===== src/rtl/uart_pkg.sv =====
// Shared UART receiver types and baud-rate helper for the instruction loader.
package uart_pkg;

    typedef enum logic [1:0] {
        IDLE  = 2'd0,
        START = 2'd1,
        DATA  = 2'd2,
        STOP  = 2'd3
    } rx_state_t;

    localparam int BYTES_PER_WORD = 4;

    function automatic int clks_per_bit(input int clk_freq, input int baud);
        return clk_freq / baud;
    endfunction

endpackage


===== src/rtl/uart_imem_loader_if.sv =====
// Instruction-memory write port: one-cycle strobe with word address and data.
interface uart_imem_loader_if #(
    parameter int ADDR_W = 6
);
    logic              imem_we;
    logic [ADDR_W-1:0] imem_waddr;
    logic [31:0]       imem_wdata;

    modport master (output imem_we, output imem_waddr, output imem_wdata);
    modport slave  (input  imem_we, input  imem_waddr, input  imem_wdata);
endinterface


===== src/rtl/uart_rx.sv =====
// 8N1 UART receiver: 2-flop synchroniser, mid-bit sampling timer and receive FSM.
module uart_rx
    import uart_pkg::*;
#(
    parameter int CLK_FREQ = 100_000_000,
    parameter int BAUD     = 9600
) (
    input  logic       clk,
    input  logic       rst,
    input  logic       i_rx,
    output logic       o_byte_valid,
    output logic [7:0] o_byte_data,
    output logic       o_frame_err_pulse
);

    localparam int CPB   = clks_per_bit(CLK_FREQ, BAUD);
    localparam int HALF  = CPB / 2;
    localparam int CNT_W = $clog2(CPB + 1);

    logic [1:0]       r_sync;
    logic             w_rx_s;
    rx_state_t        r_state;
    logic [CNT_W-1:0] r_cnt;
    logic [2:0]       r_bit_idx;
    logic [7:0]       r_shift;
    logic             r_byte_valid;
    logic             r_frame_err_pulse;

    // Synchroniser resets to the idle-high line level so reset never fakes a start bit.
    always_ff @(posedge clk) begin
        if (rst) r_sync <= 2'b11;
        else     r_sync <= {r_sync[0], i_rx};
    end

    assign w_rx_s = r_sync[1];

    always_ff @(posedge clk) begin
        if (rst) begin
            r_state           <= IDLE;
            r_cnt             <= '0;
            r_bit_idx         <= '0;
            r_shift           <= '0;
            r_byte_valid      <= 1'b0;
            r_frame_err_pulse <= 1'b0;
        end else begin
            r_byte_valid      <= 1'b0;
            r_frame_err_pulse <= 1'b0;
            case (r_state)
                IDLE: begin
                    if (!w_rx_s) begin
                        r_state <= START;
                        r_cnt   <= '0;
                    end
                end
                START: begin
                    if (r_cnt == CNT_W'(HALF - 1)) begin
                        r_cnt <= '0;
                        if (w_rx_s) begin
                            r_state <= IDLE;
                        end else begin
                            r_state   <= DATA;
                            r_bit_idx <= '0;
                        end
                    end else begin
                        r_cnt <= r_cnt + CNT_W'(1);
                    end
                end
                DATA: begin
                    if (r_cnt == CNT_W'(CPB - 1)) begin
                        r_cnt     <= '0;
                        r_shift   <= {w_rx_s, r_shift[7:1]};
                        r_bit_idx <= r_bit_idx + 3'd1;
                        if (r_bit_idx == 3'd7) r_state <= STOP;
                    end else begin
                        r_cnt <= r_cnt + CNT_W'(1);
                    end
                end
                STOP: begin
                    // Sampled mid-stop-bit, so IDLE is ready before the next start edge.
                    if (r_cnt == CNT_W'(CPB - 1)) begin
                        r_cnt   <= '0;
                        r_state <= IDLE;
                        if (w_rx_s) r_byte_valid      <= 1'b1;
                        else        r_frame_err_pulse <= 1'b1;
                    end else begin
                        r_cnt <= r_cnt + CNT_W'(1);
                    end
                end
                default: r_state <= IDLE;
            endcase
        end
    end

    assign o_byte_valid      = r_byte_valid;
    assign o_byte_data       = r_shift;
    assign o_frame_err_pulse = r_frame_err_pulse;

endmodule


===== src/rtl/uart_imem_loader.sv =====
// Boot loader: packs UART bytes MSB-first into words, writes them to imem,
// and holds the core in reset until the whole image has been written.
module uart_imem_loader
    import uart_pkg::*;
#(
    parameter int CLK_FREQ  = 100_000_000,
    parameter int BAUD      = 9600,
    parameter int NUM_BYTES = 256,
    parameter int ADDR_W    = 6
) (
    input  logic                clk,
    input  logic                rst,
    input  logic                rx,
    uart_imem_loader_if.master  imem,
    output logic                load_done,
    output logic                cpu_rst,
    output logic                frame_err
);

    localparam int                NUM_WORDS = NUM_BYTES / BYTES_PER_WORD;
    localparam logic [ADDR_W-1:0] LAST_ADDR = ADDR_W'(NUM_WORDS - 1);

    logic              w_byte_valid;
    logic [7:0]        w_byte;
    logic              w_frame_err_pulse;
    logic              w_last_wr;
    logic              w_accept;

    logic [23:0]       r_word;
    logic [1:0]        r_byte_idx;
    logic [ADDR_W-1:0] r_word_cnt;
    logic              r_we;
    logic [ADDR_W-1:0] r_waddr;
    logic [31:0]       r_wdata;
    logic              r_done;
    logic              r_cpu_rst;
    logic              r_frame_err;

    uart_rx #(
        .CLK_FREQ (CLK_FREQ),
        .BAUD     (BAUD)
    ) u_rx (
        .clk               (clk),
        .rst               (rst),
        .i_rx              (rx),
        .o_byte_valid      (w_byte_valid),
        .o_byte_data       (w_byte),
        .o_frame_err_pulse (w_frame_err_pulse)
    );

    // Bytes are dropped once the final write is in flight or the image is complete.
    assign w_last_wr = r_we && (r_waddr == LAST_ADDR);
    assign w_accept  = w_byte_valid && !r_done && !w_last_wr;

    always_ff @(posedge clk) begin
        if (rst) begin
            r_word      <= '0;
            r_byte_idx  <= '0;
            r_word_cnt  <= '0;
            r_we        <= 1'b0;
            r_waddr     <= '0;
            r_wdata     <= '0;
            r_done      <= 1'b0;
            r_cpu_rst   <= 1'b1;
            r_frame_err <= 1'b0;
        end else begin
            r_we      <= 1'b0;
            r_cpu_rst <= ~r_done;
            if (w_frame_err_pulse) r_frame_err <= 1'b1;
            if (w_accept) begin
                r_word     <= {r_word[15:0], w_byte};
                r_byte_idx <= r_byte_idx + 2'd1;
                if (r_byte_idx == 2'd3) begin
                    r_we    <= 1'b1;
                    r_waddr <= r_word_cnt;
                    r_wdata <= {r_word, w_byte};
                end
            end
            if (r_we) begin
                r_word_cnt <= r_word_cnt + ADDR_W'(1);
                if (w_last_wr) r_done <= 1'b1;
            end
        end
    end

    assign imem.imem_we    = r_we;
    assign imem.imem_waddr = r_waddr;
    assign imem.imem_wdata = r_wdata;
    assign load_done       = r_done;
    assign cpu_rst         = r_cpu_rst;
    assign frame_err       = r_frame_err;

endmodule

===== src/flat_wrapper.sv =====
// flat-port wrapper written by rule: the top's interface ports become plain ports
module uart_imem_loader_flat import uart_pkg::*;
#(
    parameter int CLK_FREQ  = 100_000_000,
    parameter int BAUD      = 9600,
    parameter int NUM_BYTES = 256,
    parameter int ADDR_W    = 6
)
  (clk, rst, rx, load_done, cpu_rst, frame_err, imem_imem_we, imem_imem_waddr, imem_imem_wdata);
  uart_imem_loader_if #(.ADDR_W(ADDR_W)) imem_i ();
  input  logic clk;
  input  logic rst;
  input  logic rx;
  output logic load_done;
  output logic cpu_rst;
  output logic frame_err;
  output wire logic [$bits(imem_i.imem_we)-1:0] imem_imem_we;
  output wire logic [$bits(imem_i.imem_waddr)-1:0] imem_imem_waddr;
  output wire logic [$bits(imem_i.imem_wdata)-1:0] imem_imem_wdata;
  assign imem_imem_we = imem_i.imem_we;
  assign imem_imem_waddr = imem_i.imem_waddr;
  assign imem_imem_wdata = imem_i.imem_wdata;
  uart_imem_loader #(.CLK_FREQ(CLK_FREQ), .BAUD(BAUD), .NUM_BYTES(NUM_BYTES), .ADDR_W(ADDR_W)) u_core (.clk(clk), .rst(rst), .rx(rx), .imem(imem_i), .load_done(load_done), .cpu_rst(cpu_rst), .frame_err(frame_err));
endmodule

===== config.mk =====
export PLATFORM = sky130hd
export DESIGN_NAME = uart_imem_loader_flat
export DESIGN_NICKNAME = d
export VERILOG_FILES = /design/src/rtl/uart_pkg.sv /design/src/rtl/uart_imem_loader_if.sv /design/src/rtl/uart_rx.sv /design/src/rtl/uart_imem_loader.sv /design/src/flat_wrapper.sv
export SDC_FILE = /design/constraint.sdc
export NUM_CORES = 1
export LEC_CHECK = 0
export BUFFER_PORTS_ARGS = -buffer_cell sky130_fd_sc_hd__buf_2
export CAP_MARGIN = 20
export CORE_MARGIN = 2
export CORE_UTILIZATION = 35
export CTS_CLUSTER_SIZE = 16
export DETAILED_ROUTE_END_ITERATION = 6
export MAX_ROUTING_LAYER = met4
export PLACE_DENSITY_LB_ADDON = 0.08
export SYNTH_ARGS = -nofsm -noshare
export SYNTH_HDL_FRONTEND = slang
export SYNTH_SLANG_ARGS = --single-unit

===== constraint.sdc =====
create_clock -name clk -period 2.2 [get_ports clk]
set_clock_uncertainty 0.1 [all_clocks]
set_input_delay 0.33 -clock clk [delete_from_list [all_inputs] [get_ports clk]]
set_output_delay 0.33 -clock clk [all_outputs]
set_load 0.01 [all_outputs]

==> results.cfg, run 1 <==
[power_and_ir_drop]
peakVddDrop_v = 0.000435
power.density_nw_per_um2 = 723
switching_share = 0.212
p_comb_frac = 0.024
p_seq_frac = 0.547
p_clk_frac = 0.429
p_sw_mw = 0.739
internal_power_mw = 2.75
p_leak_nw = 1.79

[final_layout]
antennaDiodeCount = 0
fin_util = 0.421
num-nets-final = 545
fin_area_sq_um = 4830
instances_no_fill = 683
syn2layout_area_growth_pct = 17.3
drive_gt1_frac = 0.170

[clock_tree]
htreeDepth = 3
root_buffer = clkbuf_16
cts_buffers = 9
clock_path_buffers = 2
cts_tree = yes
worstSkewPairLatency_ns = 0.34
path_clk_slew_ns = 0.07
cts.sinks = 105

[timing]
setup_viol = 0
max_freq_mhz = 495
finalCritPeriodShare = 0.918
slew_violations = 0
finalCriticalPeriod_ns = 2.02
rsz0062_at_grt = false
maxSlewHeadroom = 0.512
tightestPinTransition_ns = 0.732
setup_slack_ns = 0.179
setup_tns_ns = 0
final-hold-violation-count = 0

[logic_synthesis]
yosys_warnings = 0
ys_top_cells_by_area = dfxtp_1 (51%), nand2_1 (14%), a21oi_1 (8.4%)
synth_common_cells = nand2_1 (149), dfxtp_1 (105), a21oi_1 (69), nor2_1 (33), clkbuf_1 (22)
synth_top_area_share = 0.511
synth_edf_count = 0
synth_area_sq_um = 4110
synth_cell_types = 44
synth-seq-cells = 105
synthCells = 491
syn-num-nets = 500
ys_seq_area_frac = 0.511
yosysMostFrequentCell = nand2_1
synth-main-ff-cell = dfxtp_1
yosysTopAreaCell = dfxtp_1
async_flop_share = 0
avgSynthCellArea_sq_um = 8.38

[setup_path]
crit_chain = or4b_4, nor4_4, o22ai_4, buf_4, nand3_1, a31oi_1
crit_fanout = 14
cpPeakStageDelay_ns = 0.55
startpoint = u_core.u_rx.r_cnt[13]$_SDFFE_PP0P_
arrival_ns = 2.11
path_delay_family = simple AND/OR/NAND/NOR gates
r2r_start = u_core.u_rx.r_cnt[13]$_SDFFE_PP0P_
worst_setup_path_end_kind = flop
cp.required_ns = 2.29
critPathSlowestCell = or4b_4
crit_buf_inv = 1
path_class = flop to flop
start_kind = flop

[global_route]
grt_pass1_vias = 3166
grt_max_degree = 68
grt_pass1_wl_um = 15700
track_usage = 0.155
antenna_found_initial = 0
grt_overflow = 0

[detailed_routing]
antenna_left = 0
routed_wl_um = 9040
dr.pass1.iters = 4
num_vias = 3394
drcViolationCount = 0
vias_per_cell = 4.97
routedWlPerCell_um = 13.2
drt-initial-drc-count = 183

[floorplan]
pin_count = 45
rows = 39
die-area_sq_um = 12600
dieHeight_um = 112
die_w_um = 112
initial_core_util = 0.359
core-area_sq_um = 11500

[worst_hold_path]
hold_path.class = input port to flop
hp-start = rx

[place]
dpl.hpwl_um = 5910
gp_congestion = 0.834
dpl.cell_count = 668
dp_slack_ns = 0.115
port_buffers = 44
placed_area_sq_um = 4550

[run_status]
outcome = finished, final reports clean

[job]
max-cap-violations = 0
==> worst paths after layout <==
check | to | slack (ns) | cells after the start
max | u_core.u_rx.r_cnt[5]$_SDFFE_PP0P_ | 0.18 | 6
max reg2reg | u_core.u_rx.r_cnt[5]$_SDFFE_PP0P_ | 0.18 | 6
min | u_core.u_rx.r_sync[0]$_SDFF_PP1_ | 0.08 | 2
min reg2reg | u_core.u_rx.r_sync[1]$_SDFF_PP1_ | 0.33 | 1
==> area by class of cell <==
| cell class | count | area [sq um] |
|---|---|---|
| Clock inverter | 2 | 13.8 |
| Multi-Input combinational cell | 352 | 1860 |
| Sequential cell | 105 | 2100 |
| Inverter | 3 | 11.3 |
| Fill cell | 1157 | 6640 |
| Timing Repair Buffer | 65 | 405 |
| Clock buffer | 13 | 260 |
| Tap cell | 143 | 179 |
==> sequential cells by signal, summed over array words and instances, names as in the netlist, named ones only <==
name / count
u_core.imem.imem_wdata: 32
u_core.r_word: 24
u_core.u_rx.r_cnt: 14
u_core.u_rx.o_byte_data: 8
u_core.imem.imem_waddr: 6
u_core.r_word_cnt: 6
u_core.u_rx.r_bit_idx: 3
u_core.r_byte_idx: 2
u_core.u_rx.r_sync: 2
u_core.cpu_rst: 1
u_core.frame_err: 1
u_core.imem.imem_we: 1
u_core.load_done: 1
u_core.u_rx.o_byte_valid: 1
u_core.u_rx.o_frame_err_pulse: 1
u_core.u_rx.r_state: 1
==> layout by cell type (no fill, tap or decap), types with 2 or more instances in the layout <==
cell       count
xnor2_1        3
nand2b_1       2
clkbuf_1       2
nand2_1      149
nor2_1        33
nand4_1        7
and3_1         7
inv_1          3
a31oi_1        9
or2_2          2
nand3b_1       5
a22oi_1        3
and4_1         2
dfxtp_1      105
xor2_1         6
buf_2         43
buf_12         2
a21oi_1       69
clkbuf_8       2
buf_4         20
nor4_4         2
clkbuf_16      9
a22oi_2        2
a211oi_1       2
ha_1           6
o21ai_0        4
mux2i_1       10
nor3_1         2
nand4bb_1      2
nand3_1        9
==> per-layer routing <==
layer	up-vias	global-route usage	share of wire
li1	1746	-	-
met1	1585	0.219	0.53
met2	54	0.218	0.42
met3	9	0.0302	0.035
met4	0	0.0626	0.013
met5	-	-	0
==> power by group through the flow <==
| stage | logic [mW] | registers, mW | clock network (mW) |
|---|---|---|---|
| after global routing | 0.0954 | 1.91 | 1.64 |
| final | 0.0854 | 1.91 | 1.50 |
| after floorplan | 0.0631 | 1.95 | 0 |
| after detailed placement | 0.0849 | 1.95 | 0 |
| after CTS | 0.0852 | 1.91 | 1.55 |
| after global placement | 0.0839 | 1.95 | 0 |
==> worst reg2reg max path, cell delays in order (launching register included) <==
cell and delay (ns):
dfxtp_1 0.35, or4b_4 0.56, nor4_4 0.30, o22ai_4 0.20, buf_4 0.20, nand3_1 0.07, a31oi_1 0.09
==> cell families (layout without fill, tap and decap cells) <==
logic type,Yosys count,after routing,synth area share
multiplexers,10,10,0.0243
adder cells (fa/ha/maj),6,6,0.0182
flip-flops,105,105,0.511
AND/OR/NAND/NOR,233,233,0.257
buffers and inverters,34,83,0.0398
AO/OA/AOI/OAI,94,94,0.130
XOR/XNOR,9,9,0.0192
==> per-stage QoR <==
stage	hold slack [ns]	power (mW)
3_3_place_gp	0.325	2.04
5_1_grt	0.0874	3.64
3_5_place_dp	0.325	2.04
4_1_cts	0.0712	3.54
2_1_floorplan	0.289	2.01
6_report	0.0785	3.49
==> what timing repair did <==
action / in CTS / in global routing
buffers inserted: 0 / 0
endpoints found under the setup margin: 0 / 6
gates resized for setup: 0 / 1
hold buffers: 0 / 0
Power figures use the tool's default switching activity.
==> run 2: changes to the inputs <==
--- a/config.mk
+++ b/config.mk
@@ -7,10 +7,12 @@
 export LEC_CHECK = 0
 export BUFFER_PORTS_ARGS = -buffer_cell sky130_fd_sc_hd__buf_2
 export CAP_MARGIN = 20
+export CORE_ASPECT_RATIO = 0.9
 export CORE_MARGIN = 2
 export CORE_UTILIZATION = 35
 export CTS_CLUSTER_SIZE = 16
 export DETAILED_ROUTE_END_ITERATION = 6
+export HOLD_SLACK_MARGIN = 0.1
 export MAX_ROUTING_LAYER = met4
 export PLACE_DENSITY_LB_ADDON = 0.08
 export SYNTH_ARGS = -nofsm -noshare
==> results.cfg, run 2 (same netlist as run 1, synthesis figures left out) <==
[run_status]
outcome = finished, final reports clean

[place]
placed_area_sq_um = 4520
gp_congestion = 0.741
dpl.hpwl_um = 5860
port_buffers = 44

[final_layout]
final_common_cell = nand2_1
drive_gt1_frac = 0.166
layout_common_cells = nand2_1 (149), dfxtp_1 (105), a21oi_1 (69)
fin_area_sq_um = 4900
num-nets-final = 539
fill_cells = 1221
syn2layout_area_growth_pct = 19.0
largest_reg_flops = 32
antennaDiodeCount = 0

[global_route]
grt_overflow = 0
antenna_found_initial = 0
track_usage = 0.156
grt_max_degree = 65
grt_pass1_wl_um = 15500
grt_pass1_vias = 3156

[detailed_routing]
drcViolationCount = 0
drt-initial-drc-count = 227
dr.pass1.iters = 4
vias_per_cell = 4.80
num_vias = 3320
routedWlPerCell_um = 12.9
antenna_left = 0
routed_wl_um = 8880

[floorplan]
die-area_sq_um = 12600
initial_core_util = 0.360
die_w_um = 118
dieHeight_um = 107
pin_count = 45
rows = 37
core-area_sq_um = 11400

[clock_tree]
root_buffer = clkbuf_16
cts_buffers = 9
cts_tree = yes
htreeDepth = 3
cts.sinks = 105
path_clk_slew_ns = 0.07
worstSkewPairLatency_ns = 0.34
clock_path_buffers = 2

[job]
max-cap-violations = 0

[setup_path]
r2r_end = u_core.u_rx.r_cnt[1]$_SDFFE_PP0P_
crit_fanout = 13
startpoint = u_core.u_rx.r_cnt[13]$_SDFFE_PP0P_
r2r_slack_ns = 0.15
worst_setup_path_end_kind = flop
r2r_start = u_core.u_rx.r_cnt[13]$_SDFFE_PP0P_
path_class = flop to flop
start_kind = flop
cp.required_ns = 2.30
reg2reg_depth = 6
arrival_ns = 2.14

[power_and_ir_drop]
peakVddDrop_v = 0.000365
p_leak_nw = 1.80
power.density_nw_per_um2 = 788

[timing]
tightestPinTransition_ns = 0.686
finalCritPeriodShare = 0.930
final-hold-violation-count = 0
setup_viol = 0
whs_ns = 0.311
slew_violations = 0
setup_tns_ns = 0
maxSlewHeadroom = 0.543
max_freq_mhz = 489
finalCriticalPeriod_ns = 2.05
rsz0062_at_grt = false

[worst_hold_path]
hp-start = u_core.u_rx.r_sync[0]$_SDFF_PP1_
hold_path.class = flop to flop
whs_path_depth = 1
holdPathEnd = u_core.u_rx.r_sync[1]$_SDFF_PP1_
run 2: layout make-up:
cell class / instances / area, sq um / share of cell area
Inverter: 3 / 11.3 / 0.00230
Sequential cell: 105 / 2100 / 0.429
Multi-Input combinational cell: 352 / 1860 / 0.379
Timing Repair Buffer: 59 / 375 / 0.0766
Clock inverter: 4 / 98.8 / 0.0202
Tap cell: 156 / 195 / 0.0399
Clock buffer: 12 / 256 / 0.0524
run 2: report_power, final:
part	switching [mW]	internal, mW	leakage (nW)
sequential	0.00591	1.90	0.846
clock	0.685	1.18	0.173
combinational	0.0607	0.0251	0.777
run 2: repair_timing:
action                                  in CTS  in global routing
endpoints found under the setup margin       0                  9
hold buffers                                 1                  0
setup buffers                                0                  0
hold endpoints to repair                     1                  0
gates resized for setup                      0                  2
run 2: worst max-delay path by stage:
| stage | endpoint | cells after the start |
|---|---|---|
| finish | u_core.u_rx.r_cnt[1]$_SDFFE_PP0P_ | 6 |
| floorplan | u_core.u_rx.o_byte_data[0]$_SDFFE_PP0P_ | 7 |
| global route | u_core.u_rx.r_cnt[1]$_SDFFE_PP0P_ | 6 |
| global placement | u_core.u_rx.o_byte_data[4]$_SDFFE_PP0P_ | 7 |
| CTS | u_core.u_rx.o_byte_data[0]$_SDFFE_PP0P_ | 7 |
| detailed placement | u_core.u_rx.o_byte_data[0]$_SDFFE_PP0P_ | 7 |
run 2: critical path: stages, from the launching register on:
cell and delay (ns):
dfxtp_1 0.35, or4b_4 0.55, nor4_4 0.33, o22ai_2 0.16
buf_4 0.21, o211ai_1 0.10, a21oi_1 0.09
run 2: layer usage:
| layer | up-vias | routed length (um) | global-route usage |
|---|---|---|---|
| met5 | - | 0 | - |
| met4 | 0 | 116 | 0.0568 |
| met3 | 8 | 302 | 0.0351 |
| met2 | 47 | 3790 | 0.224 |
| met1 | 1536 | 4670 | 0.214 |
| li1 | 1729 | - | - |
run 2: per-stage QoR:
stage	utilization	total power, mW	instances	worst slack [ns]
2_1_floorplan	-	2.01	491	0.215
3_3_place_gp	0.395	2.04	674	0.211
3_5_place_dp	0.395	2.04	674	0.149
4_1_cts	0.427	3.91	691	0.136
5_1_grt	0.428	4.01	691	0.000845
6_report	0.428	3.86	691	0.154
==> run 3: changes to the inputs <==
--- a/config.mk
+++ b/config.mk
@@ -8,13 +8,14 @@
 export BUFFER_PORTS_ARGS = -buffer_cell sky130_fd_sc_hd__buf_2
 export CAP_MARGIN = 20
 export CORE_ASPECT_RATIO = 0.9
-export CORE_MARGIN = 2
+export CORE_MARGIN = 3
 export CORE_UTILIZATION = 35
 export CTS_CLUSTER_SIZE = 16
 export DETAILED_ROUTE_END_ITERATION = 6
 export HOLD_SLACK_MARGIN = 0.1
 export MAX_ROUTING_LAYER = met4
-export PLACE_DENSITY_LB_ADDON = 0.08
+export PLACE_DENSITY = 0.58
+export RECOVER_POWER = 25
 export SYNTH_ARGS = -nofsm -noshare
 export SYNTH_HDL_FRONTEND = slang
 export SYNTH_SLANG_ARGS = --single-unit
==> results.cfg, run 3 (same netlist as run 1, synthesis figures left out) <==
[run_status]
outcome = finished, final reports clean

[setup_path]
worst_setup_path_end_kind = flop
r2r_start = u_core.u_rx.r_cnt[13]$_SDFFE_PP0P_
start_kind = flop
cp.required_ns = 2.31
path_class = flop to flop
arrival_ns = 2.12
crit_fanout = 11
startpoint = u_core.u_rx.r_cnt[13]$_SDFFE_PP0P_

[power_and_ir_drop]
p_leak_nw = 1.68
power.density_nw_per_um2 = 748
peakVddDrop_v = 0.000397

[timing]
final-hold-violation-count = 0
max_freq_mhz = 498
rsz0062_at_grt = false
setup_tns_ns = 0
finalCriticalPeriod_ns = 2.01
setup_viol = 0
tightestPinTransition_ns = 1.04
whs_ns = 0.329
finalCritPeriodShare = 0.913
maxSlewHeadroom = 0.309
slew_violations = 0

[final_layout]
fill_cells = 1143
drive_gt1_frac = 0.122
num-nets-final = 544
instances_no_fill = 692
fin_util = 0.434
layout_common_cells = nand2_1 (149), dfxtp_1 (105), a21oi_1 (69)
antennaDiodeCount = 0
largest_reg_flops = 32
final_common_cell = nand2_1
syn2layout_area_growth_pct = 17.4

[place]
gp_congestion = 0.825
dpl.cell_count = 675
port_buffers = 44
dpl.hpwl_um = 5910

[global_route]
grt_pass1_vias = 3065
grt_overflow = 0
grt_use_met3 = 0.0353
track_usage = 0.141
antenna_found_initial = 0
grt_most_used_layer = met2
grt_pass1_wl_um = 14600
use_met2 = 0.202
use_met1 = 0.198
grt_max_degree = 63

[clock_tree]
clock_path_buffers = 2
path_clk_slew_ns = 0.07
htreeDepth = 3
post_cts_buffers = 0
ctsResizeCount = 0
cts.sinks = 105
worstSkewPairLatency_ns = 0.34
cts_tree = yes
cts_buffers = 9
root_buffer = clkbuf_16

[floorplan]
pin_count = 45
die_w_um = 120
core-area_sq_um = 11100
rows = 36
initial_core_util = 0.370
die-area_sq_um = 13100
dieHeight_um = 109

[detailed_routing]
num_vias = 3346
antenna_left = 0
dr.pass1.iters = 4
drt-initial-drc-count = 282
vias_per_cell = 4.84
drcViolationCount = 0
routed_wl_um = 8620
routedWlPerCell_um = 12.5

[worst_hold_path]
hp-start = u_core.u_rx.r_sync[0]$_SDFF_PP1_
hold_path.class = flop to flop

[job]
max-cap-violations = 0
## run 3: cell type report
type                       count  area [sq um]  area share
timing repair buffer          64           374      0.0774
clock inverter                 6          66.3      0.0137
sequential                   105          2100       0.435
clock buffer                  10           239      0.0495
tap                          152           190      0.0394
multi-input combinational    352          1850       0.383
inverter                       3          11.3     0.00233
## run 3: critical path: stages, from the launching register on
cell and delay [ns]:
dfxtp_1 0.35, or4b_4 0.56, nor4_4 0.30, o22ai_2 0.16, buf_4 0.20, a22oi_1 0.15
nor2_1 0.05
## run 3: path summary, 6_finish.rpt
kind                                       endpoint  slack [ns]  depth (start not counted)
hold / removal     u_core.u_rx.r_sync[1]$_SDFF_PP1_        0.33                          1
setup reg to reg  u_core.u_rx.r_cnt[9]$_SDFFE_PP0P_        0.19                          6
hold reg to reg    u_core.u_rx.r_sync[1]$_SDFF_PP1_        0.33                          1
setup / recovery  u_core.u_rx.r_cnt[9]$_SDFFE_PP0P_        0.19                          6
## run 3: routing by layer
metal	vias to the layer above	wire, um
li1	1738	-
met1	1555	4570
met2	46	3660
met3	7	292
met4	0	97
met5	-	0
## run 3: stage by stage
stage | instance area [sq um] | setup slack (ns) | power [mW]
4_1_cts | 4870 | 0.196 | 3.66
2_1_floorplan | 4110 | 0.215 | 2.01
3_5_place_dp | 4550 | 0.216 | 2.04
6_report | 4830 | 0.192 | 3.61
5_1_grt | 4830 | 0.0360 | 3.76
3_3_place_gp | 4550 | 0.254 | 2.04
## run 3: timing repair
action | 4_1_cts | 5_1_grt
endpoints found under the setup margin | 0 | 0
hold endpoints to repair | 1 | 0
hold buffers | 1 | 0
## run 3: where the power goes
part	switching, mW	internal, mW
Sequential	0.00469	1.90
Clock	0.701	0.915
Combinational	0.0614	0.0256
Total	0.767	2.85
